File: src/rtl/piece_generator.sv
// Piece generator: a 7-bag randomiser driven by a 16-bit Fibonacci LFSR.
// It holds a current piece (shape_id) and a preview piece (next_id). A
// consumer strobes req while valid is high to take the current piece. The
// preview piece is then promoted, and a new preview piece is drawn.
//
// Handshake: valid is high exactly while both pieces are populated. A req
// sampled on a rising edge with valid=1 consumes shape_id. A req while
// valid=0 has no effect. seed_en wins over req in the same cycle.
module piece_generator #(
  parameter logic [15:0] SEED = 16'hACE1
) (
  input  logic        clk,
  input  logic        rst,
  input  logic        seed_en,
  input  logic [15:0] seed,
  input  logic        req,
  output logic [2:0]  shape_id,
  output logic [2:0]  next_id,
  output logic        valid
);

  typedef enum logic [1:0] {
    FILL_CUR  = 2'd0,
    FILL_NEXT = 2'd1,
    READY     = 2'd2
  } state_t;

  // An all-zero LFSR would lock up, so a zero seed is replaced by 1.
  localparam logic [15:0] RESET_LFSR = (SEED == 16'h0000) ? 16'h0001 : SEED;

  state_t      state, state_nxt;
  logic [15:0] lfsr, lfsr_nxt;
  logic [6:0]  mask, mask_nxt;
  logic [2:0]  rej_cnt, rej_nxt;
  logic [2:0]  shape_nxt, next_nxt;

  logic        fb;
  logic [2:0]  cand;
  logic [7:0]  used8;
  logic        cand_ok;
  logic        forced;
  logic        accept;
  logic [2:0]  lowest_free;
  logic [2:0]  drawn;
  logic [6:0]  mask_set;
  logic [6:0]  mask_after;

  // Draw datapath: candidate from the pre-shift LFSR, bag filtering, and the
  // forced fallback after seven consecutive rejects.
  always_comb begin
    fb = lfsr[15] ^ lfsr[13] ^ lfsr[12] ^ lfsr[10];
    cand = lfsr[2:0];
    // Code 7 is treated as permanently used, so it is always rejected.
    used8 = {1'b1, mask};
    cand_ok = ~used8[cand];
    forced = (rej_cnt == 3'd7);
    accept = forced | cand_ok;
    lowest_free = 3'd0;
    for (int i = 6; i >= 0; i--) begin
      if (!mask[i]) lowest_free = 3'(i);
    end
    drawn = forced ? lowest_free : cand;
    mask_set = mask | (7'b0000001 << drawn);
    // A full bag empties in the same cycle, which starts the next permutation.
    mask_after = (mask_set == 7'h7F) ? 7'h00 : mask_set;
    lfsr_nxt = seed_en ? ((seed == 16'h0000) ? 16'h0001 : seed)
                       : {lfsr[14:0], fb};
  end

  // Next-state logic: fill current, then preview, then wait for a consume.
  always_comb begin
    state_nxt = state;
    mask_nxt  = mask;
    rej_nxt   = rej_cnt;
    shape_nxt = shape_id;
    next_nxt  = next_id;
    if (seed_en) begin
      state_nxt = FILL_CUR;
      mask_nxt  = 7'h00;
      rej_nxt   = 3'd0;
    end else begin
      case (state)
        FILL_CUR: begin
          if (accept) begin
            shape_nxt = drawn;
            mask_nxt  = mask_after;
            rej_nxt   = 3'd0;
            state_nxt = FILL_NEXT;
          end else begin
            rej_nxt = rej_cnt + 3'd1;
          end
        end
        FILL_NEXT: begin
          if (accept) begin
            next_nxt  = drawn;
            mask_nxt  = mask_after;
            rej_nxt   = 3'd0;
            state_nxt = READY;
          end else begin
            rej_nxt = rej_cnt + 3'd1;
          end
        end
        READY: begin
          if (req) begin
            shape_nxt = next_id;
            state_nxt = FILL_NEXT;
          end
        end
        default: state_nxt = FILL_CUR;
      endcase
    end
  end

  // State register. valid is registered from the next state so that it
  // tracks READY exactly.
  always_ff @(posedge clk or posedge rst) begin
    if (rst) begin
      state    <= FILL_CUR;
      lfsr     <= RESET_LFSR;
      mask     <= 7'h00;
      rej_cnt  <= 3'd0;
      shape_id <= 3'd0;
      next_id  <= 3'd0;
      valid    <= 1'b0;
    end else begin
      state    <= state_nxt;
      lfsr     <= lfsr_nxt;
      mask     <= mask_nxt;
      rej_cnt  <= rej_nxt;
      shape_id <= shape_nxt;
      next_id  <= next_nxt;
      valid    <= (state_nxt == READY);
    end
  end

endmodule

File: config.mk
export PLATFORM = sky130hd
export DESIGN_NAME = piece_generator
export DESIGN_NICKNAME = d
export VERILOG_FILES = /design/src/rtl/piece_generator.sv
export SDC_FILE = /design/constraint.sdc
export NUM_CORES = 1
export LEC_CHECK = 0
export ABC_AREA = 1
export BUFFER_PORTS_ARGS = -buffer_cell sky130_fd_sc_hd__buf_2
export CAP_MARGIN = 10
export CORE_UTILIZATION = 40
export CTS_CLUSTER_DIAMETER = 150
export DETAILED_ROUTE_END_ITERATION = 12
export MAX_ROUTING_LAYER = met4
export SLEW_MARGIN = 20
export SYNTH_ARGS = -nofsm -noshare
export SYNTH_HDL_FRONTEND = slang
export SYNTH_SLANG_ARGS = --single-unit
File: constraint.sdc
create_clock -name clk -period 2.1 [get_ports clk]
set_input_delay 0.21 -clock clk [delete_from_list [all_inputs] [get_ports clk]]
set_output_delay 0.21 -clock clk [all_outputs]
set_load 0.01 [all_outputs]
# Word level (Yosys, flattened, before mapping)
# Index checks and enable logic that the tools add are counted.
[word_totals]
inputBits = 20
out_inout_bits = 7
register_bits = 35
wordCells = 60
[op_classes]
n_bitwise = 7
reduce_logical = 9
n_lt_le_gt_ge = 1
n_shift = 1
addsub = 1
muxes = 27
n_eq_ne = 7
[op_table]
columns = ["operator", "n"]
rows = [
  ["3-bit 2-to-1 mux", 13],
  ["16-bit 2-to-1 mux", 2],
  ["7-bit 2-to-1 mux", 4],
  ["16-bit zero test", 1],
  ["2-bit 2-to-1 mux", 4],
  ["7-bit equality test, second input constant", 1],
  ["7-bit OR", 1],
  ["1-bit by 3-bit left shift with 7-bit output, first input constant", 1],
  ["2-bit case mux with 3 select lines", 1],
  ["3-bit case mux with 2 select lines", 1],
  ["2-bit nonzero test", 3],
  ["2-bit equality test, second input constant", 2],
  ["3-bit by 4-bit < comparator with 1-bit output, second input constant", 1],
  ["2-bit != test, second input constant", 2],
  ["4-bit AND reduction", 1],
  ["3-bit by 1-bit adder with 3-bit output, second input constant", 1],
  ["1-bit binary-select mux with 3-bit select", 1],
  ["3-bit equality test, second input constant", 1],
  ["3-bit AND reduction", 1],
  ["1-bit XOR", 3],
  ["2-bit by 1-bit equality test with 1-bit output, second input constant", 1],
  ["2-bit zero test", 1],
  ["1-bit inverter", 2],
  ["2-bit AND reduction", 1],
  ["other kinds (3)", 3],
]

# Depth between registers and ports, before layout
[logic_depth]
word_depth = 15
ltp_mapped = 14
depth_no_buf = 14

# Worst setup path after synthesis
# OpenSTA, ideal clock, no wires.
[synth_path]
path_type = "reg2reg"
start = "register rej_cnt[0]"
end = "register mask[4]"
setup_time_ns = 0.116
path_buffers = 1
path_slack_ns = 0.293
period_less_slack_ns = 1.807
arrival_ns = 1.691
t_required_ns = 1.984
path_stages_with_launch = 14
path_cell_list = "dfrtp_1 > ha_1 > ha_1 > nor2_2 > inv_1 > a31oi_1 > o21ai_1 > nand2_2 > inv_4 > nand2_2 > buf_6 > nor2_1 > nand2_1 > nand2_1"
[synth_between]
elab_chain_cells = 9
elab_cells_between_ends = 12
classes_between = "eq/ne: 2; shift: 1; mux: 5; bitwise: 2; reduce/logical: 2"
[synth_lines]
columns = ["element", "line_no", "source"]
rows = [
  ["from (decl)", "34", "logic [2:0] rej_cnt, rej_nxt;"],
  ["from (signal assigned)", "129", "rej_cnt <= rej_nxt;"],
  ["3-bit equality test *", "56", "forced = (rej_cnt == 3'd7);"],
  ["3-bit 2-to-1 mux", "62", "drawn = forced ? lowest_free : cand;"],
  ["1-bit by 3-bit left shift with 7-bit output", "63", "mask_set = mask | (7'b0000001 << drawn);"],
  ["7-bit OR", "63", ""],
  ["7-bit equality test", "65", "mask_after = (mask_set == 7'h7F) ? 7'h00 : mask_set;"],
  ["7-bit 2-to-1 mux", "65", ""],
  ["7-bit 2-to-1 mux", "84, 94", ""],
  ["7-bit 2-to-1 mux", "n/a", ""],
  ["7-bit 2-to-1 mux", "77", "if (seed_en) begin"],
  ["to (signal assigned)", "128", "mask <= mask_nxt;"],
  ["to (decl)", "33", "logic [6:0] mask, mask_nxt;"],
]
# Mark *: on every way between the ends. The rest lies on a longest branch, timed or not. The select of a mux whose other input is x is not followed.
# A chain may end at the register's enable or synchronous reset.

# Worst setup path after layout
[layout_path]
start = "register rej_cnt[0]"
end = "register next_id[2]"
[layout_between]
elab_chain_cells = 3
elab_cells_between_ends = 4
classes_between = "eq/ne: 1; mux: 1; bitwise: 1; reduce/logical: 1"
[layout_lines]
columns = ["element", "line_no", "source"]
rows = [
  ["3-bit equality test *", "56", ""],
  ["1-bit OR", "57", "accept = forced | cand_ok;"],
  ["3-bit AND reduction (no line)", "n/a", ""],
  ["to (signal assigned)", "131", "next_id <= next_nxt;"],
  ["to (decl)", "18", "output logic [2:0] next_id,"],
]
# Mark *: on every way between the ends. The rest lies on a longest branch, timed or not.

==> run_summary.xml <==
<?xml version="1.0" encoding="UTF-8"?>
<metrics>
  <group name="run_status">
    <metric name="outcome" unit="">complete, but fails checks</metric>
    <metric name="failed_checks" unit="">design-rule violations</metric>
  </group>
  <group name="route">
    <metric name="ant_nets" unit="">0</metric>
    <metric name="postRouteWirelength" unit="mm">3.927</metric>
    <metric name="vias" unit="">1585</metric>
    <metric name="drt_drc_violations_left" unit="">2</metric>
    <metric name="drtPass1Iterations" unit="">8</metric>
    <metric name="mean_number_of_vias_per_cell" unit="">4.862</metric>
    <metric name="initialDrtViolationCount" unit="">115</metric>
    <metric name="avgRoutedWirePerCell" unit="um">12.05</metric>
  </group>
  <group name="sta">
    <metric name="setup_total_negative_slack" unit="ps">0</metric>
    <metric name="timing.final.crit_share" unit="%">91.39</metric>
    <metric name="setup_violations" unit="">0</metric>
    <metric name="final_setup_margin" unit="ps">180.8</metric>
    <metric name="rsz0062_at_grt" unit="">no</metric>
    <metric name="timing_max_transition_violations_final" unit="">0</metric>
    <metric name="layout_min_cycle_time" unit="ps">1919</metric>
    <metric name="worstMarginPinSlew" unit="ps">441.8</metric>
    <metric name="clock.fmax" unit="MHz">521.1</metric>
    <metric name="max_slew_margin" unit="%">70.55</metric>
    <metric name="hold_fails_final_rpt" unit="">0</metric>
    <metric name="fin_worst_skew" unit="ps">5.429</metric>
  </group>
  <group name="setup_path">
    <metric name="cp_slowest_stage_delay" unit="ps">400</metric>
    <metric name="critical_path.max_fanout" unit="">11</metric>
    <metric name="worst_setup_path_start_kind" unit="">flop</metric>
    <metric name="timing.critical_path.to_type" unit="">flop</metric>
    <metric name="critPathKind" unit="">flop to flop</metric>
    <metric name="required" unit="ps">2270</metric>
    <metric name="timing.critical_path.cells" unit="">ha_1, ha_1, nor2_2, inv_1, a31oi_1, o21ai_1, nand2_2, inv_4, nand2_4, nor2_2, nand2_1, o21ai_0</metric>
    <metric name="slowest_stage" unit="">dfrtp_1</metric>
    <metric name="reg2regPathDepth" unit="">12</metric>
    <metric name="critical_path_at" unit="ps">2090</metric>
    <metric name="r2r_slack" unit="ps">180</metric>
  </group>
  <group name="floorplanning">
    <metric name="dieWidth" unit="um">70.61</metric>
    <metric name="dieArea" unit="sq um">4986</metric>
    <metric name="ioPinCount" unit="">27</metric>
    <metric name="chipHeight" unit="um">70.61</metric>
    <metric name="core_outline_area" unit="sq um">4444</metric>
    <metric name="initial_core_util" unit="%">42.37</metric>
    <metric name="row_count" unit="">24</metric>
  </group>
  <group name="power">
    <metric name="netSwitchingPower" unit="mW">0.6590</metric>
    <metric name="p_int" unit="mW">1.240</metric>
    <metric name="power_frac_seq" unit="%">47.2</metric>
    <metric name="clockPowerShare" unit="%">25.0</metric>
    <metric name="cellPowerDensity" unit="nW/um^2">876.8</metric>
    <metric name="ir_drop" unit="mV">0.4178</metric>
    <metric name="share_comb_of_total_power" unit="%">27.8</metric>
    <metric name="switching_part_of_the_total" unit="%">34.70</metric>
    <metric name="power_leakage" unit="nW">1.097</metric>
  </group>
  <group name="cts">
    <metric name="hold_buffers" unit="">0</metric>
    <metric name="cts_tree" unit="">built</metric>
    <metric name="cts.repair_timing.setup_buffer_count" unit="">0</metric>
    <metric name="cts_resized" unit="">0</metric>
    <metric name="cts-htree-levels" unit="">2</metric>
    <metric name="numClockSinks" unit="">35</metric>
    <metric name="clock_path_buffers" unit="">2</metric>
    <metric name="clk-insertion-delay-late" unit="ps">290</metric>
    <metric name="cts_buffers" unit="">5</metric>
    <metric name="cts.clk_slew.worst_paths" unit="ps">70</metric>
    <metric name="cts-root-buf" unit="">clkbuf_8</metric>
  </group>
  <group name="cells_and_area">
    <metric name="finish.cell_count_without_fillers" unit="">326</metric>
    <metric name="fillCellCount" unit="">457</metric>
    <metric name="share_of_post_route_cells_with_drive_strength_above_1" unit="%">25.18</metric>
    <metric name="num_antenna_cells" unit="">0</metric>
    <metric name="areaGrowthSynthToFinish" unit="%">15.02</metric>
    <metric name="nNetsFinal" unit="">295</metric>
    <metric name="finish.instance_area" unit="sq um">2166</metric>
  </group>
  <group name="global_route">
    <metric name="grt_max_degree" unit="">36</metric>
    <metric name="grt_pass1_vias" unit="">1556</metric>
    <metric name="grt_first_pass_wirelength" unit="mm">6.996</metric>
    <metric name="grt-ovfl-total" unit="">0</metric>
    <metric name="track_usage" unit="%">18.51</metric>
    <metric name="grt_antenna_before_repair" unit="">0</metric>
  </group>
  <group name="synthesis">
    <metric name="synth-seq-area-share" unit="%">47.04</metric>
    <metric name="synth_cell_type_count" unit="">27</metric>
    <metric name="synthesis.yosys.warnings" unit="">0</metric>
    <metric name="synthDominantAreaCellType" unit="">dfrtp_1</metric>
    <metric name="yosysTopAreaCellShare" unit="%">35.88</metric>
    <metric name="synth_nets" unit="">264</metric>
    <metric name="syn_area" unit="sq um">1883</metric>
    <metric name="synthesis.area_per_instance" unit="sq um">7.781</metric>
    <metric name="syn_inst" unit="">242</metric>
    <metric name="synth_top_cells_by_area" unit="">dfrtp_1 36%, nand2_1 19%, dfstp_2 11%, a21oi_1 3.7%, inv_1 3.4%</metric>
    <metric name="postSynthRegisterBits" unit="">35</metric>
  </group>
  <group name="placement">
    <metric name="place_congestion" unit="">0.8871</metric>
    <metric name="place_area" unit="sq um">2071</metric>
    <metric name="dp_hpwl" unit="mm">2.919</metric>
    <metric name="numPlacedInstances" unit="">318</metric>
    <metric name="place_worst_setup_slack" unit="ps">112.4</metric>
    <metric name="buffer_ports.inserted" unit="">26</metric>
  </group>
  <group name="flow_run">
    <metric name="timing.max_cap.violations" unit="">0</metric>
  </group>
  <group name="worst_hold_path">
    <metric name="min-delay-path-class" unit="">input port to asynchronous set/reset pin</metric>
  </group>
</metrics>
==> worst paths after layout <==
kind | startpoint | to
max | rej_cnt[0]$_DFFE_PP0P_ | next_id[2]$_DFFE_PP0P_
min | rst | mask[0]$_DFFE_PP0P_
max reg2reg | rej_cnt[0]$_DFFE_PP0P_ | next_id[2]$_DFFE_PP0P_
min reg2reg | lfsr[9]$_DFF_PP0_ | lfsr[10]$_DFF_PP1_
max in group asynchronous | rst | lfsr[13]$_DFF_PP1_
min in group clk | seed[13] | lfsr[13]$_DFF_PP1_
==> power by group through the flow <==
stage / Clock (mW) / Sequential [mW] / Combinational, mW
6_report: 0.475 / 0.896 / 0.529
5_1_grt: 0.507 / 0.913 / 0.609
4_1_cts: 0.487 / 0.897 / 0.527
3_5_place_dp: 0 / 0.908 / 0.526
3_3_place_gp: 0 / 0.905 / 0.521
2_1_floorplan: 0 / 0.921 / 0.347
==> kinds of logic (layout without fill, tap and decap cells) <==
logic type | count (synthesis) | count (layout) | share of synthesized area, %
buffers and inverters | 29 | 61 | 6.312
XOR/XNOR | 3 | 3 | 1.396
flip-flops | 35 | 35 | 47.04
AND/OR/NAND/NOR | 139 | 139 | 33.89
adder cells (fa/ha/maj) | 2 | 2 | 1.329
AO/OA/AOI/OAI | 34 | 34 | 10.03
==> cell usage in the layout, fill, tap and decap left out, drive strengths merged <==
cell type / instances
xnor2: 3
a41oi: 1
nand2: 104
dfstp: 8
a31oi: 1
nand3: 11
o32ai: 2
ha: 2
inv: 24
buf: 28
nand4: 4
o21a: 1
nor2: 16
nor4: 4
o21ai: 14
clkbuf: 8
dfrtp: 27
a21oi: 15
clkinv: 1
==> layer usage <==
metal	wire [um]	share of wire [%]	up-vias	track usage [%]
met5	0	0	-	-
li1	-	-	835	-
met2	1861	47	31	30.31
met1	1878	48	715	23.28
met4	43	1.1	0	6.000
met3	143	3.6	4	3.561
==> stage by stage <==
step | hold slack [ps] | total power [mW] | utilization (%)
final | 11.53 | 1.899 | 48.73
after global placement | 330.3 | 1.427 | 46.59
after floorplan | 306.2 | 1.268 | -
after global routing | 78.44 | 2.029 | 48.73
after CTS | 32.67 | 1.911 | 48.40
after detailed placement | 339.7 | 1.434 | 46.59
==> registers in the layout, summed over array words and instances (netlist names) <==
name,cells
next_id,3
rej_cnt,3
state,2
valid,1
mask,7
shape_id,3
lfsr,16
==> critical path: cells and delay by family (launching register included) <==
kind / cells / cell delay [ps]
DFF: 1 / 400
and+or+nand+nor: 5 / 510
buffers and inverters: 2 / 140
AOI/OAI and AO/OA: 3 / 310
adders and majority gates: 2 / 430
==> cells in the mapped netlist <==
master    number
dfstp_2        8
o32ai_1        2
inv_2          6
inv_1         17
buf_6          1
nand2_1       93
o21a_1         1
xnor2_1        3
o21ai_1        6
dfrtp_1       27
a21oi_2        1
a21oi_1       14
a31oi_1        1
nand2_2        8
clkinv_1       1
a41oi_1        1
inv_4          1
nand4_1        4
nor4_1         4
ha_1           2
nand2_4        3
nor2_4         4
nor2_1         8
nand3_1       11
o21ai_0        8
nor2_2         4
clkbuf_1       3
==> final cells by class <==
type	count	area, sq um	area share [%]
Clock buffer	8	80.08	3.697
Inverter	25	96.34	4.448
Multi-Input combinational cell	178	893.4	41.25
Sequential cell	35	885.9	40.90
Tap cell	52	65.06	3.004
Timing Repair Buffer	28	145.1	6.701
Power figures use the tool's default switching activity.
